`config.mk`:
```
export PLATFORM = sky130hd
export DESIGN_NAME = serial_subtractor_flat
export DESIGN_NICKNAME = d
export VERILOG_FILES = /design/src/rtl/serial_arith_pkg.sv /design/src/rtl/serial_subtractor_if.sv /design/src/rtl/full_subtractor.sv /design/src/rtl/serial_subtractor.sv /design/src/flat_wrapper.sv
export SDC_FILE = /design/constraint.sdc
export NUM_CORES = 1
export LEC_CHECK = 0
export BUFFER_PORTS_ARGS = -buffer_cell sky130_fd_sc_hd__buf_2
export CORE_MARGIN = 1
export CORE_UTILIZATION = 60
export CTS_BUF_LIST = sky130_fd_sc_hd__clkbuf_8
export DETAILED_ROUTE_END_ITERATION = 8
export PLACE_DENSITY = 0.87
export SYNTH_ARGS = -nofsm -noshare
export SYNTH_HDL_FRONTEND = slang
export SYNTH_HIERARCHICAL = 1
export SYNTH_SLANG_ARGS = --single-unit
```
`constraint.sdc`:
```
create_clock -name clk -period 4.51 [get_ports clk]
set_clock_uncertainty 0.05 [all_clocks]
set_input_delay 0 -clock clk [delete_from_list [all_inputs] [get_ports clk]]
set_output_delay 0 -clock clk [all_outputs]
set_load 0.005 [all_outputs]
```
`src/rtl/serial_arith_pkg.sv`:
```
// Shared types and sizing helpers for the bit-serial arithmetic blocks.
// Latency: n/a (declarations only).
// Backpressure: n/a.
package serial_arith_pkg;

    typedef enum logic [1:0] {
        IDLE = 2'd0,
        RUN  = 2'd1,
        DONE = 2'd2
    } state_t;

    // Bit counter width: one spare bit above what is needed to index WIDTH bits.
    function automatic int cnt_width(input int w);
        return $clog2(w) + 1;
    endfunction

endpackage

```
`src/rtl/serial_subtractor_if.sv`:
```
// Start/done handshake and operand/result bus of the serial subtractor.
// Latency: n/a (wiring only).
// Backpressure: none; start is only honoured while the block is idle.
interface serial_subtractor_if #(
    parameter int WIDTH = 8
);
    logic             start;
    logic [WIDTH-1:0] a;
    logic [WIDTH-1:0] b;
    logic             busy;
    logic             done;
    logic [WIDTH-1:0] diff;
    logic             bout;
    logic             ovf;

    modport master (
        output start, a, b,
        input  busy, done, diff, bout, ovf
    );

    modport slave (
        input  start, a, b,
        output busy, done, diff, bout, ovf
    );
endinterface

```
`src/rtl/full_subtractor.sv`:
```
// One-bit full subtractor cell: d = a - b - bin, with borrow out.
// Latency: combinational.
// Backpressure: n/a.
module full_subtractor (
    input  logic a,
    input  logic b,
    input  logic bin,
    output logic d,
    output logic bout
);
    assign d    = a ^ b ^ bin;
    assign bout = (~a & b) | (~(a ^ b) & bin);
endmodule

```
`src/rtl/serial_subtractor.sv`:
```
// Bit-serial a - b, LSB first, through a single full-subtractor cell and a registered borrow.
// Latency: start edge + WIDTH processing edges; done pulses one cycle after the last bit.
// Backpressure: start is ignored (not queued) while RUN or DONE.
module serial_subtractor
    import serial_arith_pkg::*;
#(
    parameter int WIDTH = 8
) (
    input  logic               clk,
    input  logic               rst,
    serial_subtractor_if.slave bus
);
    localparam int CW = cnt_width(WIDTH);

    state_t           state;
    logic [WIDTH-1:0] a_sr;
    logic [WIDTH-1:0] b_sr;
    logic [WIDTH-1:0] diff_q;
    logic [CW-1:0]    cnt;
    logic             borrow;
    logic             a_msb;
    logic             b_msb;
    logic             busy_q;
    logic             done_q;
    logic             ovf_q;
    logic             cell_d;
    logic             cell_bo;
    logic             last_bit;

    full_subtractor u_cell (
        .a    (a_sr[0]),
        .b    (b_sr[0]),
        .bin  (borrow),
        .d    (cell_d),
        .bout (cell_bo)
    );

    assign last_bit = (cnt == CW'(WIDTH - 1));

    // Control FSM and datapath: load on start, one bit per edge in RUN, one-cycle done pulse.
    always_ff @(posedge clk) begin
        if (rst) begin
            state  <= IDLE;
            a_sr   <= '0;
            b_sr   <= '0;
            diff_q <= '0;
            cnt    <= '0;
            borrow <= 1'b0;
            a_msb  <= 1'b0;
            b_msb  <= 1'b0;
            busy_q <= 1'b0;
            done_q <= 1'b0;
            ovf_q  <= 1'b0;
        end else begin
            case (state)
                IDLE: begin
                    done_q <= 1'b0;
                    if (bus.start) begin
                        a_sr   <= bus.a;
                        b_sr   <= bus.b;
                        // Operand MSBs are kept aside: the shift registers lose them.
                        a_msb  <= bus.a[WIDTH-1];
                        b_msb  <= bus.b[WIDTH-1];
                        borrow <= 1'b0;
                        cnt    <= '0;
                        busy_q <= 1'b1;
                        state  <= RUN;
                    end
                end
                RUN: begin
                    // Result bits enter at the MSB so bit 0 ends up at diff[0] after WIDTH shifts.
                    diff_q <= {cell_d, diff_q[WIDTH-1:1]};
                    a_sr   <= a_sr >> 1;
                    b_sr   <= b_sr >> 1;
                    borrow <= cell_bo;
                    cnt    <= cnt + CW'(1);
                    if (last_bit) begin
                        // cell_d is the final diff MSB being shifted in this edge.
                        ovf_q  <= (a_msb != b_msb) && (cell_d != a_msb);
                        busy_q <= 1'b0;
                        done_q <= 1'b1;
                        state  <= DONE;
                    end
                end
                DONE: begin
                    done_q <= 1'b0;
                    state  <= IDLE;
                end
                default: begin
                    busy_q <= 1'b0;
                    done_q <= 1'b0;
                    state  <= IDLE;
                end
            endcase
        end
    end

    assign bus.busy = busy_q;
    assign bus.done = done_q;
    assign bus.diff = diff_q;
    assign bus.bout = borrow;
    assign bus.ovf  = ovf_q;

endmodule

```
`src/flat_wrapper.sv`:
```
// flat-port wrapper written by rule: the top's interface ports become plain ports
module serial_subtractor_flat import serial_arith_pkg::*;
#(
    parameter int WIDTH = 8
)
  (clk, rst, bus_start, bus_a, bus_b, bus_busy, bus_done, bus_diff, bus_bout, bus_ovf);
  serial_subtractor_if #(.WIDTH(WIDTH)) bus_i ();
  input  logic clk;
  input  logic rst;
  input wire logic [$bits(bus_i.start)-1:0] bus_start;
  input wire logic [$bits(bus_i.a)-1:0] bus_a;
  input wire logic [$bits(bus_i.b)-1:0] bus_b;
  output wire logic [$bits(bus_i.busy)-1:0] bus_busy;
  output wire logic [$bits(bus_i.done)-1:0] bus_done;
  output wire logic [$bits(bus_i.diff)-1:0] bus_diff;
  output wire logic [$bits(bus_i.bout)-1:0] bus_bout;
  output wire logic [$bits(bus_i.ovf)-1:0] bus_ovf;
  assign bus_i.start = bus_start;
  assign bus_i.a = bus_a;
  assign bus_i.b = bus_b;
  assign bus_busy = bus_i.busy;
  assign bus_done = bus_i.done;
  assign bus_diff = bus_i.diff;
  assign bus_bout = bus_i.bout;
  assign bus_ovf = bus_i.ovf;
  serial_subtractor #(.WIDTH(WIDTH)) u_core (.clk(clk), .rst(rst), .bus(bus_i));
endmodule
```
==> metrics.txt <==
Post-CTS Setup Bufs 0; Register Area 720.7 um2; M1 GR Usage around a third; Reg clk slew, reported paths approximately 0.08 ns; clock buffer depth 2; # Max-Cap Violations 0; total power 0.6492 mW; cts repair resizes 0; Die H 51.54 um; status completed; CTS Sinks 36; CTS tree done; Global Route met3 Usage 6.725%; post-synthesis sequential area ratio 48.94%; I/O pins 31; Die W 51.54 um; CORE AREA 2255 um2; worst vdd rail ir drop 0.3643 mV; WL per Instance 13.23 um; Final Max Slew Viols 0; EDFF count, synth 0; die area about 2700 um2; final worst path period need 1.881 ns; critical path endpoint category flip-flop; Cells after Synth ~180; WHS Path Cells 4; Worst R2R Path Depth 3; Initial DRC Count 38; clk root buf clkbuf_8; Critical Path AT 2.02 ns; Final period util 41.71%; pin count of the biggest net entering global routing 37; warnings from Yosys 6; final setup fails 0; Overall Global Routing Usage 27.07%; hold_buf cts 16; Syn Nets 196; RSZ-0062 raised after global routing no; area of the multi-input gates around 670 um2; residual DRC count 0; crit path max fanout 29; Yosys reg bits 36; H-Tree Depth 2; vias in the first global route about 1300; Port Buf Inserts 30; initial antenna violation count 0; Synth Cell Area 1473 um2; gr ovfl total 0; Worst setup SP type flip-flop; gr busiest metal met2; Routed WL 3.229 mm; pwr dens 352.5 nW/um2; Slew Limit Headroom 37.10%; drt pass-1 iters 4; WS Path Type flip-flop to flip-flop; Nets 236; Clk Latency, worst-skew pair 0.28 ns; final setup TNS 0 ns; CTS Buf Count 5; global-route wire length before repair 5.354 mm; vias per cell between 5 and 6; HP Class input port to flip-flop; critical path data required time 4.65 ns; worst slew pin tran 0.9434 ns; gp weighted congestion ~0.77; Core Rows 17; Post-Syn Area per Cell between 8 and 9 um2; final hold vios 0; asr flop ratio synth 0%; dominant synthesized flop cell dfxtp_1; initial core utilization approximately two thirds; vias 1385; Hold WS 0.1538 ns; share of post-route cells with drive strength above 1 18.98%; post-DP HPWL 1.877 mm; distinct cell type count after synthesis 27; leakage power 0.7981 nW; Layout Area Growth over Synthesis 25.06%; diode count 0; Max Freq 0.5316 GHz; met2 GRT Util 45.89%; antenna-violating nets left 0; Fillers 141
[path summary, 6_finish.rpt]
path	start	endpoint	slack [ns]
setup / recovery	u_core/state[0]$_SDFFE_PP0P_	u_core/a_sr[1]$_SDFFE_PP0P_	2.63
hold reg to reg	u_core/bus.diff[5]$_SDFFE_PP0N_	u_core/bus.diff[4]$_SDFFE_PP0N_	0.42
hold / removal	bus_start	u_core/bus.busy$_SDFFE_PP0P_	0.15
setup reg to reg	u_core/state[0]$_SDFFE_PP0P_	u_core/a_sr[1]$_SDFFE_PP0P_	2.63
[synthesized netlist by cell type (all sizes together) (2+ instances only)]
| library cell | count | area share, % |
|---|---|---|
| nand3 | 2 | 0.68 |
| and3b | 2 | 1.2 |
| inv | 3 | 0.76 |
| nand2 | 31 | 7.9 |
| a22oi | 4 | 2.0 |
| nor3b | 2 | 1.4 |
| nor2 | 24 | 6.1 |
| dfxtp | 36 | 49 |
| mux2i | 3 | 2.0 |
| clkbuf | 5 | 1.3 |
| a211oi | 15 | 7.6 |
| nor3 | 3 | 1.0 |
| buf | 9 | 3.6 |
| a21oi | 25 | 8.5 |
[per-stage QoR]
stage,util [%],setup slack (ns),area (um2),cells
final,81.69,2.629,1842,244
after global routing,81.69,2.510,1842,244
after CTS,81.69,2.728,1842,244
after detailed placement,70.70,2.737,1594,220
after global placement,70.70,2.819,1594,220
after floorplan,-,3.064,1473,175
[cell families after synthesis]
family	count (synthesis)	share of synthesized area (%)
compound gates	50	21.58
fa+ha+maj	2	2.209
buf+inv	17	5.608
flops	36	48.94
mux	3	2.039
simple gates	67	19.63
[worst max-delay path: stages, from the launching register on]
cell and delay, ns:
dfxtp_1 0.45, and2b_1 0.77, a21oi_1 0.20, a211oi_1 0.31
[cell type report]
type	instances	area share, %
sequential	36	39.13
multi-input combinational	122	36.35
timing repair buffer	47	17.26
clock buffer	5	3.736
tap	28	1.902
clock inverter	3	1.019
inverter	3	0.6114
[cell usage in the layout (no fill, tap or decap)]
cell	netlist	final
clkbuf_8	0	5
nor3b_2	1	1
and2b_1	1	1
buf_4	3	1
nor2_1	24	24
buf_2	6	30
nand3_1	2	2
o21a_1	1	1
and3b_1	2	2
nand2_1	31	31
a31oi_1	1	1
a22oi_1	4	4
dfxtp_1	36	36
dlygate4sd3_1	0	16
mux2i_1	3	3
fa_1	1	1
a211oi_1	15	15
o21bai_1	1	1
o21ba_2	1	1
nand2b_1	1	1
ha_1	1	1
clkinv_4	0	1
nor3b_1	1	1
or3_1	1	1
inv_1	3	3
a311oi_1	1	1
nor3_1	3	3
clkinv_2	0	2
o211a_1	1	1
a21oi_1	25	25
[metal layers]
metal  part of all wire (%)  vias to the layer above
li1                       -                      678
met1                     42                      650
met2                     51                       47
met3                    4.8                       10
met4                    2.3                        0
met5                      0                        -
[flip-flops by register name, indices dropped and copies added (netlist names)]
signal           count
u_core/a_msb         1
u_core/a_sr          8
u_core/b_msb         1
u_core/b_sr          8
u_core/bus.bout      1
u_core/bus.busy      1
u_core/bus.diff      8
u_core/bus.done      1
u_core/bus.ovf       1
u_core/cnt           4
u_core/state         2
[power by group]
group | total, mW | switching (mW) | internal, mW | leakage, nW
logic | 0.0826 | 0.0456 | 0.0370 | 0.455
clock network | 0.221 | 0.114 | 0.107 | 0.0479
registers | 0.345 | 0.0110 | 0.334 | 0.295
total | 0.649 | 0.170 | 0.479 | 0.798
Note: power is estimated with default switching activity, not from simulation.
